File: src/rtl/apb_pkg.sv
// apb_pkg: shared APB completer constants and FSM state encoding.
package apb_pkg;
    localparam int APB_ADDR_W = 32;
    localparam int APB_DATA_W = 32;
    localparam int REG0_IDX   = 0;
    localparam logic [1:0] IDLE = 2'd0;
    localparam logic [1:0] WAIT = 2'd1;
    localparam logic [1:0] RESP = 2'd2;
endpackage

File: src/rtl/apb_wait_ctr.sv
// apb_wait_ctr: loadable down-counter with zero flag for APB wait-state insertion.
module apb_wait_ctr #(
    parameter int W = 1
) (
    input  logic         clk_i,
    input  logic         rst_ni,
    input  logic         load_i,
    input  logic [W-1:0] load_val_i,
    input  logic         dec_i,
    output logic         zero_o
);
    logic [W-1:0] cnt_q, cnt_d;
    always_comb cnt_d = load_i ? load_val_i : dec_i ? cnt_q - W'(1) : cnt_q;
    always_ff @(posedge clk_i or negedge rst_ni)
        if (!rst_ni) cnt_q <= '0;
        else         cnt_q <= cnt_d;
    assign zero_o = (cnt_q == '0);
endmodule

File: src/rtl/apb_regbank_completer.sv
// apb_regbank_completer: APB completer with word register bank, wait states and error responses.
// Optional byte strobes via `define APB_PSTRB_EN.
module apb_regbank_completer
    import apb_pkg::*;
#(
    parameter int          ADDR_W      = APB_ADDR_W,
    parameter int          DATA_W      = APB_DATA_W,
    parameter int          NUM_REGS    = 16,
    parameter int          WAIT_CYCLES = 2,
    parameter logic [31:0] ID_VALUE    = 32'hA9B0_0001
) (
    input  logic                pclk_i,
    input  logic                presetn_i,
    input  logic                psel_i,
    input  logic                penable_i,
    input  logic                pwrite_i,
    input  logic [ADDR_W-1:0]   paddr_i,
    input  logic [DATA_W-1:0]   pwdata_i,
`ifdef APB_PSTRB_EN
    input  logic [DATA_W/8-1:0] pstrb_i,
`endif
    output logic [DATA_W-1:0]   prdata_o,
    output logic                pready_o,
    output logic                pslverr_o
);
    localparam int IDX_W  = $clog2(NUM_REGS);
    localparam int STRB_W = DATA_W / 8;
    localparam int CW     = WAIT_CYCLES > 1 ? $clog2(WAIT_CYCLES) : 1;
    localparam logic [CW-1:0] LOAD_VAL = CW'(WAIT_CYCLES == 0 ? 0 : WAIT_CYCLES - 1);

    logic [1:0]        state_q, state_d;
    logic [ADDR_W-1:0] addr_q, a_addr;
    logic [DATA_W-1:0] wdata_q, wmask, rdval, prdata_q, prdata_d;
    logic [STRB_W-1:0] strb_q, strb_in;
    logic              write_q, a_write, pready_q, pslverr_q, pslverr_d;
    logic              setup, err, commit, cnt_zero;
    logic [IDX_W-1:0]  idx;
    logic [DATA_W-1:0] regs_q [NUM_REGS];

`ifdef APB_PSTRB_EN
    assign strb_in = pstrb_i;
`else
    assign strb_in = '1;
`endif

    // In IDLE the live bus is the access being set up; later the captured copy is authoritative.
    assign a_addr  = state_q == IDLE ? paddr_i : addr_q;
    assign a_write = state_q == IDLE ? pwrite_i : write_q;
    assign idx     = a_addr[2+:IDX_W];
    assign setup   = psel_i & ~penable_i;
    assign err     = (a_addr[1:0] != 2'b00) || (int'(idx) >= NUM_REGS) || (|(a_addr >> (2 + IDX_W)))
                     || (a_write && idx == IDX_W'(REG0_IDX));
    assign rdval   = idx == IDX_W'(REG0_IDX) ? DATA_W'(ID_VALUE) : regs_q[idx];
    assign commit  = state_q == RESP && psel_i && penable_i && pwrite_i && write_q && !err;

    always_comb begin
        state_d   = state_q == IDLE ? (setup ? (WAIT_CYCLES == 0 ? RESP : WAIT) : IDLE)
                  : state_q == WAIT ? (!psel_i ? IDLE : cnt_zero ? RESP : WAIT)
                  : IDLE;
        pslverr_d = state_d == RESP && err;
        prdata_d  = (state_d == RESP && !err && !a_write) ? rdval : '0;
        for (int i = 0; i < STRB_W; i++) wmask[i*8+:8] = {8{strb_q[i]}};
    end

    apb_wait_ctr #(.W(CW)) u_wait_ctr (
        .clk_i      (pclk_i),
        .rst_ni     (presetn_i),
        .load_i     (state_q == IDLE && setup),
        .load_val_i (LOAD_VAL),
        .dec_i      (state_q == WAIT && psel_i && !cnt_zero),
        .zero_o     (cnt_zero)
    );

    always_ff @(posedge pclk_i or negedge presetn_i)
        if (!presetn_i) begin
            state_q   <= IDLE;
            addr_q    <= '0;
            wdata_q   <= '0;
            strb_q    <= '0;
            write_q   <= 1'b0;
            prdata_q  <= '0;
            pready_q  <= 1'b0;
            pslverr_q <= 1'b0;
        end else begin
            state_q   <= state_d;
            prdata_q  <= prdata_d;
            pready_q  <= state_d == RESP;
            pslverr_q <= pslverr_d;
            if (state_q == IDLE && setup) begin
                addr_q  <= paddr_i;
                wdata_q <= pwdata_i;
                strb_q  <= strb_in;
                write_q <= pwrite_i;
            end
        end

    always_ff @(posedge pclk_i or negedge presetn_i)
        if (!presetn_i) for (int i = 0; i < NUM_REGS; i++) regs_q[i] <= '0;
        else if (commit) regs_q[idx] <= (regs_q[idx] & ~wmask) | (wdata_q & wmask);

    assign prdata_o  = prdata_q;
    assign pready_o  = pready_q;
    assign pslverr_o = pslverr_q;
endmodule

File: config.mk
export PLATFORM = sky130hd
export DESIGN_NAME = apb_regbank_completer
export DESIGN_NICKNAME = d
export VERILOG_FILES = /design/src/rtl/apb_pkg.sv /design/src/rtl/apb_wait_ctr.sv /design/src/rtl/apb_regbank_completer.sv
export SDC_FILE = /design/constraint.sdc
export NUM_CORES = 1
export LEC_CHECK = 0
export ABC_CLOCK_PERIOD_IN_PS = 2100
export BUFFER_PORTS_ARGS = -buffer_cell sky130_fd_sc_hd__buf_4
export CORE_MARGIN = 4
export CORE_UTILIZATION = 56
export DETAILED_ROUTE_END_ITERATION = 16
export GPL_TIMING_DRIVEN = 0
export HOLD_SLACK_MARGIN = 0.15
export PLACE_DENSITY = 0.76
export SETUP_SLACK_MARGIN = 0.05
export SLEW_MARGIN = 20
export SYNTH_ARGS = -nofsm -noshare
export SYNTH_HDL_FRONTEND = slang
export SYNTH_SLANG_ARGS = --single-unit
File: constraint.sdc
create_clock -name pclk_i -period 2.1 [get_ports pclk_i]
set_input_delay 0.315 -clock pclk_i [delete_from_list [all_inputs] [get_ports pclk_i]]
set_output_delay 0.315 -clock pclk_i [all_outputs]
set_load 0.1 [all_outputs]
## Word level (Yosys, flattened, before mapping)

Cells that the tools add are included.
W data, S select, Z words.

| operators by class | value |
|---|---|
| equality and inequality tests | 3 |
| mux-type cells | 17 |
| bitwise logic cells | 7 |
| $lt $le $gt $ge | 2 |
| add/sub/neg operators | 1 |
| reductions and logical operators | 22 |

Operators by type and width:

| kind | count |
|---|---|
| $bwmux W512 | 1 |
| $mux W32 | 6 |
| $bmux W32 S4 | 1 |
| $demux W32 S4 | 1 |
| $and A32 B32 Y32 | 2 |
| $not A32 Y32 | 1 |
| $or A32 B32 Y32 | 1 |
| $reduce_or A26 Y1 | 1 |
| $logic_and A1 B1 Y1 | 13 |
| $mux W2 | 4 |
| $ge A5 B5 Y1 const B | 1 |
| $lt A5 B1 Y1 const B | 1 |
| $not A4 Y5 | 1 |
| $eq A2 B2 Y1 const B | 2 |
| $logic_not A4 Y1 | 1 |
| $mux W1 | 4 |
| $reduce_bool A2 Y1 | 2 |
| $eq A2 B1 Y1 const B | 1 |
| $logic_not A1 Y1 | 2 |
| $logic_not A2 Y1 | 1 |
| $logic_or A1 B1 Y1 | 2 |
| $and A1 B1 Y1 | 1 |
| $not A1 Y1 | 1 |
| $sub A1 B1 Y1 const B | 1 |

| word-level totals | value |
|---|---|
| bits of input ports | 69 |
| register bits | 615 |

## Longest topological paths before layout

| depth | value |
|---|---|
| depth in word-level cells | 9 |
| depth in mapped cells | 11 |

## Hierarchy

Synthesis repeated with hierarchy kept, for this count alone.

| unflattened totals | value |
|---|---|
| cell total of the unflattened synthesis | 1,978 |
| area total of the unflattened synthesis | 26,422.8 sq um |

By module, submodules not included:

| module | cells each | area an instance (sq um) | sequential area each (sq um) | times used |
|---|---|---|---|---|
| apb_regbank_completer | 1,973 | 26,376.5 | 15,364.7 | 1 |
| apb_wait_ctr | 5 | 46.3 | 25.0 | 1 |

## Worst setup path after synthesis

Ideal clock, no wire load.

| timing | value |
|---|---|
| path type | register -> register |
| start point | register state_q[0] |
| end point | register regs_q[107] (netlist bit) |
| clock period less this slack | 2.278 ns |
| required time | 1.975 ns |
| library setup time | 0.125 ns |
| arrival time | 2.153 ns |
| stages on the path, launching flop included | 11 |
| slack | -0.178 ns |
| path buffers | 4 |
| cells stage by stage | dfrtp_1 > buf_4 > or2_4 > buf_6 > mux2_4 > buf_6 > nor2_1 > o21ai_2 > buf_1 > mux2i_1 > o21ai_1 |

| between the ends | value |
|---|---|
| longest elaborated chain between the ends | 9 |
| elaborated cells on any way between the ends | 28 |
| those cells by class | order compare: 2; eq/ne: 1; mux: 8; bitwise: 3; reduce/logical: 14 |

Ends and longest elaborated chain:

| item | RTL line | text |
|---|---|---|
| from (decl) | apb_regbank_completer.sv:31 | `logic [1:0] state_q, state_d;` |
| from (signal assigned) | apb_regbank_completer.sv:85 | `state_q <= state_d;` |
| $logic_not A2 Y1 | apb_regbank_completer.sv:47, apb_regbank_completer.sv:48 |  |
| $mux W32 | apb_regbank_completer.sv:47 | `assign a_addr = state_q == IDLE ? paddr_i : addr_q;` |
| $not A4 Y5 | apb_regbank_completer.sv:99 | `else if (commit) regs_q[idx] <= (regs_q[idx] & ~wmask) \| (wdata_q & wmask);` |
| $bmux W32 S4 | apb_regbank_completer.sv:99 |  |
| $mux W32 (implied by the code) (2 in a row) | apb_regbank_completer.sv:99 |  |
| $and A32 B32 Y32 | apb_regbank_completer.sv:99 |  |
| $or A32 B32 Y32 | apb_regbank_completer.sv:99 |  |
| $bwmux W512 | apb_regbank_completer.sv:99 |  |
| to (signal, indexed assignment) | apb_regbank_completer.sv:99 |  |
| to (decl) | apb_regbank_completer.sv:38 | `logic [DATA_W-1:0] regs_q [NUM_REGS];` |

Several ways; a longest one is shown, not always the timed one. The select of a mux whose other input is x is not followed.
A chain may end at the register's enable or synchronous reset.

## Worst setup path in the final report

| timing | value |
|---|---|
| start point | register state_q[1] |
| end point | register regs_q[115] (netlist bit) |

The elaborated chain is that of the path after synthesis.

==> flow_summary.yaml <==
worst_setup_path:
  required_ps: 2630
  r2r-start: "state_q[1]$_DFF_PN0_"
  r2r_cells: 11
  reg2reg_slack_ps: -800
  end_kind: "register"
  worst-setup-path-type: "register to register"
  critPathBufInv: 5
  slowest_stage: "dfrtp_1"
  max_stage_delay_ps: 450
  cp-start-kind: "register"
  cp_max_fo: 10
  r2r_end: "regs_q[115]$_DFFE_PN0P_"
  crit_chain: "buf_6 -> nor2_4 -> buf_12 -> o21a_4 -> buf_6 -> buf_4 -> o22ai_1 -> o21ai_1 -> nand4_4 -> buf_12 -> o21ai_1"
  critPathArrivalTime_ps: 3430
  cpLargestDelayFamily: "buffers and inverters"
timing:
  report.final.setup_viol: 579
  rsz0062_at_grt: "yes"
  finalHoldViolCount: 0
  setup_ws_ps: -801
  drv_slew: 0
  max_slew.worst_pin.slew_ps: 694
  finalCritPeriodShare_pct: 138
  worst_slew_margin_rel_pct: 53.7
  fin_skew_ps: 29.6
  layout_min_cycle_time_ps: 2900
  fmax_mhz: 345
global_routing:
  globalRouteOverflowTotal: 0
  grt_util_met3_pct: 7.82
  globalRouteMet1Util_pct: 44.6
  antenna_found_initial: 2
  grt_pass1_vias: 25607
  gr-usage-met2_pct: 56.7
  grt_max_degree: 102
  grt_use_total_pct: 35.8
  busiest_layer: "met2"
  grt_pass1_wl_um: 154000
layout:
  drive_gt1_share_pct: 34.0
  layoutNonFillerInstCount: 3657
  final_cell_mix: "dfrtp_1 (615), mux2i_1 (475), o21ai_1 (443)"
  final_cell_area_um2: 39000
  nNetsFinal: 3007
  area_growth_pct: 35.6
  final_common_cell: "dfrtp_1"
detailed_routing:
  wl_per_cell_um: 31.7
  drt-pass1-iter-count: 9
  initialDrtViolationCount: 3515
  drc_errors: 0
  ant_nets: 0
  via_per_inst: 7.09
  vias: 25938
  routed_wl_um: 116000
placed_design:
  placed_cells: 3327
  dp_hpwl_um: 63200
  gp_congestion: 0.974
  postPlaceCellArea_um2: 31200
  port_buffers: 102
pwr:
  vdd_drop_max_mv: 0.921
  p_leak_nw: 19.9
  p_per_area_nw_per_um2: 855
synthesis:
  yosysWarnings: 0
  syn_nets: 2616
  synthDistinctLibCells: 45
  ys_ff_latch: 615
  seq_area_frac_synth_pct: 53.5
  synth_edf_count: 0
  syn-cell-area_um2: 28800
  avgSynthCellArea_um2: 11.3
  synthFlopType: "dfrtp_1"
  synth-async-reset-ratio_pct: 100
  postSynthCellCount: 2547
die:
  rows: 82
  die_area_um2: 55100
  die_h_um: 235
  floorplan.initialDensity_pct: 57.0
  core_um2: 50500
  fp.dieW_um: 235
  pin_count: 103
status:
  violations: "negative setup slack"
  status: "finished with violations"
worst_hold_path:
  hold_end: "wdata_q[2]$_DFFE_PN0P_"
  hold-path-cell-count: 4
  worstHoldStart: "penable_i"
  min_path_type: "input port to register"
flow_run:
  maxCapViolations: 0
clocking:
  clk_path_buf_depth: 3
  clkSlewWorstSetupHoldPaths_ps: 60
  cts_tree: "done"
  insertion_delay_ps: 640
  numCtsBuffers: 67
  root_buffer: "clkbuf_16"
  htreeDepth: 3
  clkSinkCount: 615
per-layer routing:
metal | share of wire, % | wire (um) | up-vias
met5 | 0.072 | 83 | -
met4 | 10 | 11700 | 6
met3 | 12 | 13700 | 859
met2 | 44 | 51300 | 2244
met1 | 34 | 39200 | 12643
li1 | - | - | 10186
through the flow:
| stage | setup slack [ps] | hold slack (ps) | power [mW] | util, % | TNS [ps] |
|---|---|---|---|---|---|
| global placement | -5690 | 440 | 17.6 | 61.5 | -3963580 |
| global route | -941 | 298 | 34.0 | 77.4 | -305200 |
| floorplan | -137 | 19.4 | 15.8 | - | -42830 |
| finish | -801 | 300 | 33.4 | 77.4 | -291660 |
| CTS | -358 | -343 | 31.7 | 73.6 | -160600 |
| detailed placement | -1730 | 288 | 17.8 | 61.8 | -546900 |
logic make-up (layout without fill, tap and decap cells):
kind of cell / count (synthesis) / in the layout / synth area share [%]
other cells: 0 / 1 / 0
compound gates: 903 / 903 / 17.5
simple gates: 171 / 171 / 4.33
mux: 551 / 551 / 19.5
flops: 615 / 615 / 53.5
buf+inv: 307 / 744 / 5.26
state kept, by name (all words and copies together) (netlist names):
name and flops:
regs_q 512, wdata_q 32, strb_q 1, pready_o 1, state_q 2, addr_q 32
write_q 1, u_wait_ctr.cnt_q 1, pslverr_o 1, prdata_o 32
worst register-to-register path, delay by kind of cell, from the launching register on:
family                 cells  cell delay (ps)
AO/OA/AOI/OAI              4              980
buffers and inverters      5             1020
flip-flops                 1              450
AND/OR/NAND/NOR            2              350
power by group:
group	switching (mW)	internal (mW)	total, mW
logic	5.13	3.40	8.53
clock network	5.19	7.28	12.5
registers	0.234	12.1	12.4
total	10.6	22.8	33.4
area by class of cell:
cell class	instances	area (um^2)
tap	672	841
buffer	303	3010
clock buffer	89	1910
inverter	1	3.75
fill	2750	11400
multi-input combinational	1625	14100
antenna	1	2.50
timing repair buffer	325	3400
sequential	615	15400
clock inverter	26	347
worst max-delay path by stage:
stage | from | to | slack [ps] | cells past startpoint
floorplan | state_q[0]$_DFF_PN0_ | regs_q[108]$_DFFE_PN0P_ | -140 | 11
global placement | presetn_i | prdata_o[14]$_DFF_PN0_ | -5690 | 1
detailed placement | state_q[1]$_DFF_PN0_ | prdata_o[5]$_DFF_PN0_ | -1730 | 9
CTS | state_q[1]$_DFF_PN0_ | regs_q[62]$_DFFE_PN0P_ | -360 | 11
global route | state_q[1]$_DFF_PN0_ | regs_q[436]$_DFFE_PN0P_ | -940 | 10
finish | state_q[1]$_DFF_PN0_ | regs_q[115]$_DFFE_PN0P_ | -800 | 11
cell usage after synthesis, types with 2 or more instances:
| library cell | count | share of area (%) |
|---|---|---|
| o21a_1 | 2 | 0.052 |
| nand4_2 | 24 | 1.0 |
| a21oi_1 | 42 | 0.73 |
| mux2i_1 | 483 | 17 |
| mux2_2 | 66 | 2.6 |
| nand3_1 | 3 | 0.052 |
| and2_1 | 33 | 0.72 |
| buf_4 | 33 | 0.86 |
| o21ai_2 | 16 | 0.49 |
| nand4_1 | 4 | 0.087 |
| nor4_1 | 15 | 0.33 |
| o21ai_1 | 491 | 8.5 |
| buf_6 | 9 | 0.35 |
| clkbuf_1 | 125 | 1.6 |
| or4bb_1 | 2 | 0.078 |
| nand2b_1 | 8 | 0.17 |
| o21ai_0 | 87 | 1.5 |
| a22oi_1 | 64 | 1.7 |
| o22ai_1 | 193 | 4.2 |
| nand2_1 | 3 | 0.039 |
| buf_1 | 2 | 0.026 |
| dfrtp_1 | 615 | 53 |
| buf_2 | 137 | 2.4 |
| mux2_4 | 2 | 0.10 |
| or2_1 | 15 | 0.33 |
| nor4_4 | 8 | 0.59 |
| nor2_1 | 44 | 0.57 |
| nor3_1 | 4 | 0.070 |
repair_timing:
item	4_1_cts	5_1_grt
hold buffers	70	5
gates resized for setup	547	267
hold endpoints to repair	214	76
setup endpoints to repair	572	579
pin swaps	86	58
setup buffers	74	34
cloned	16	19
Power figures use the tool's default switching activity.
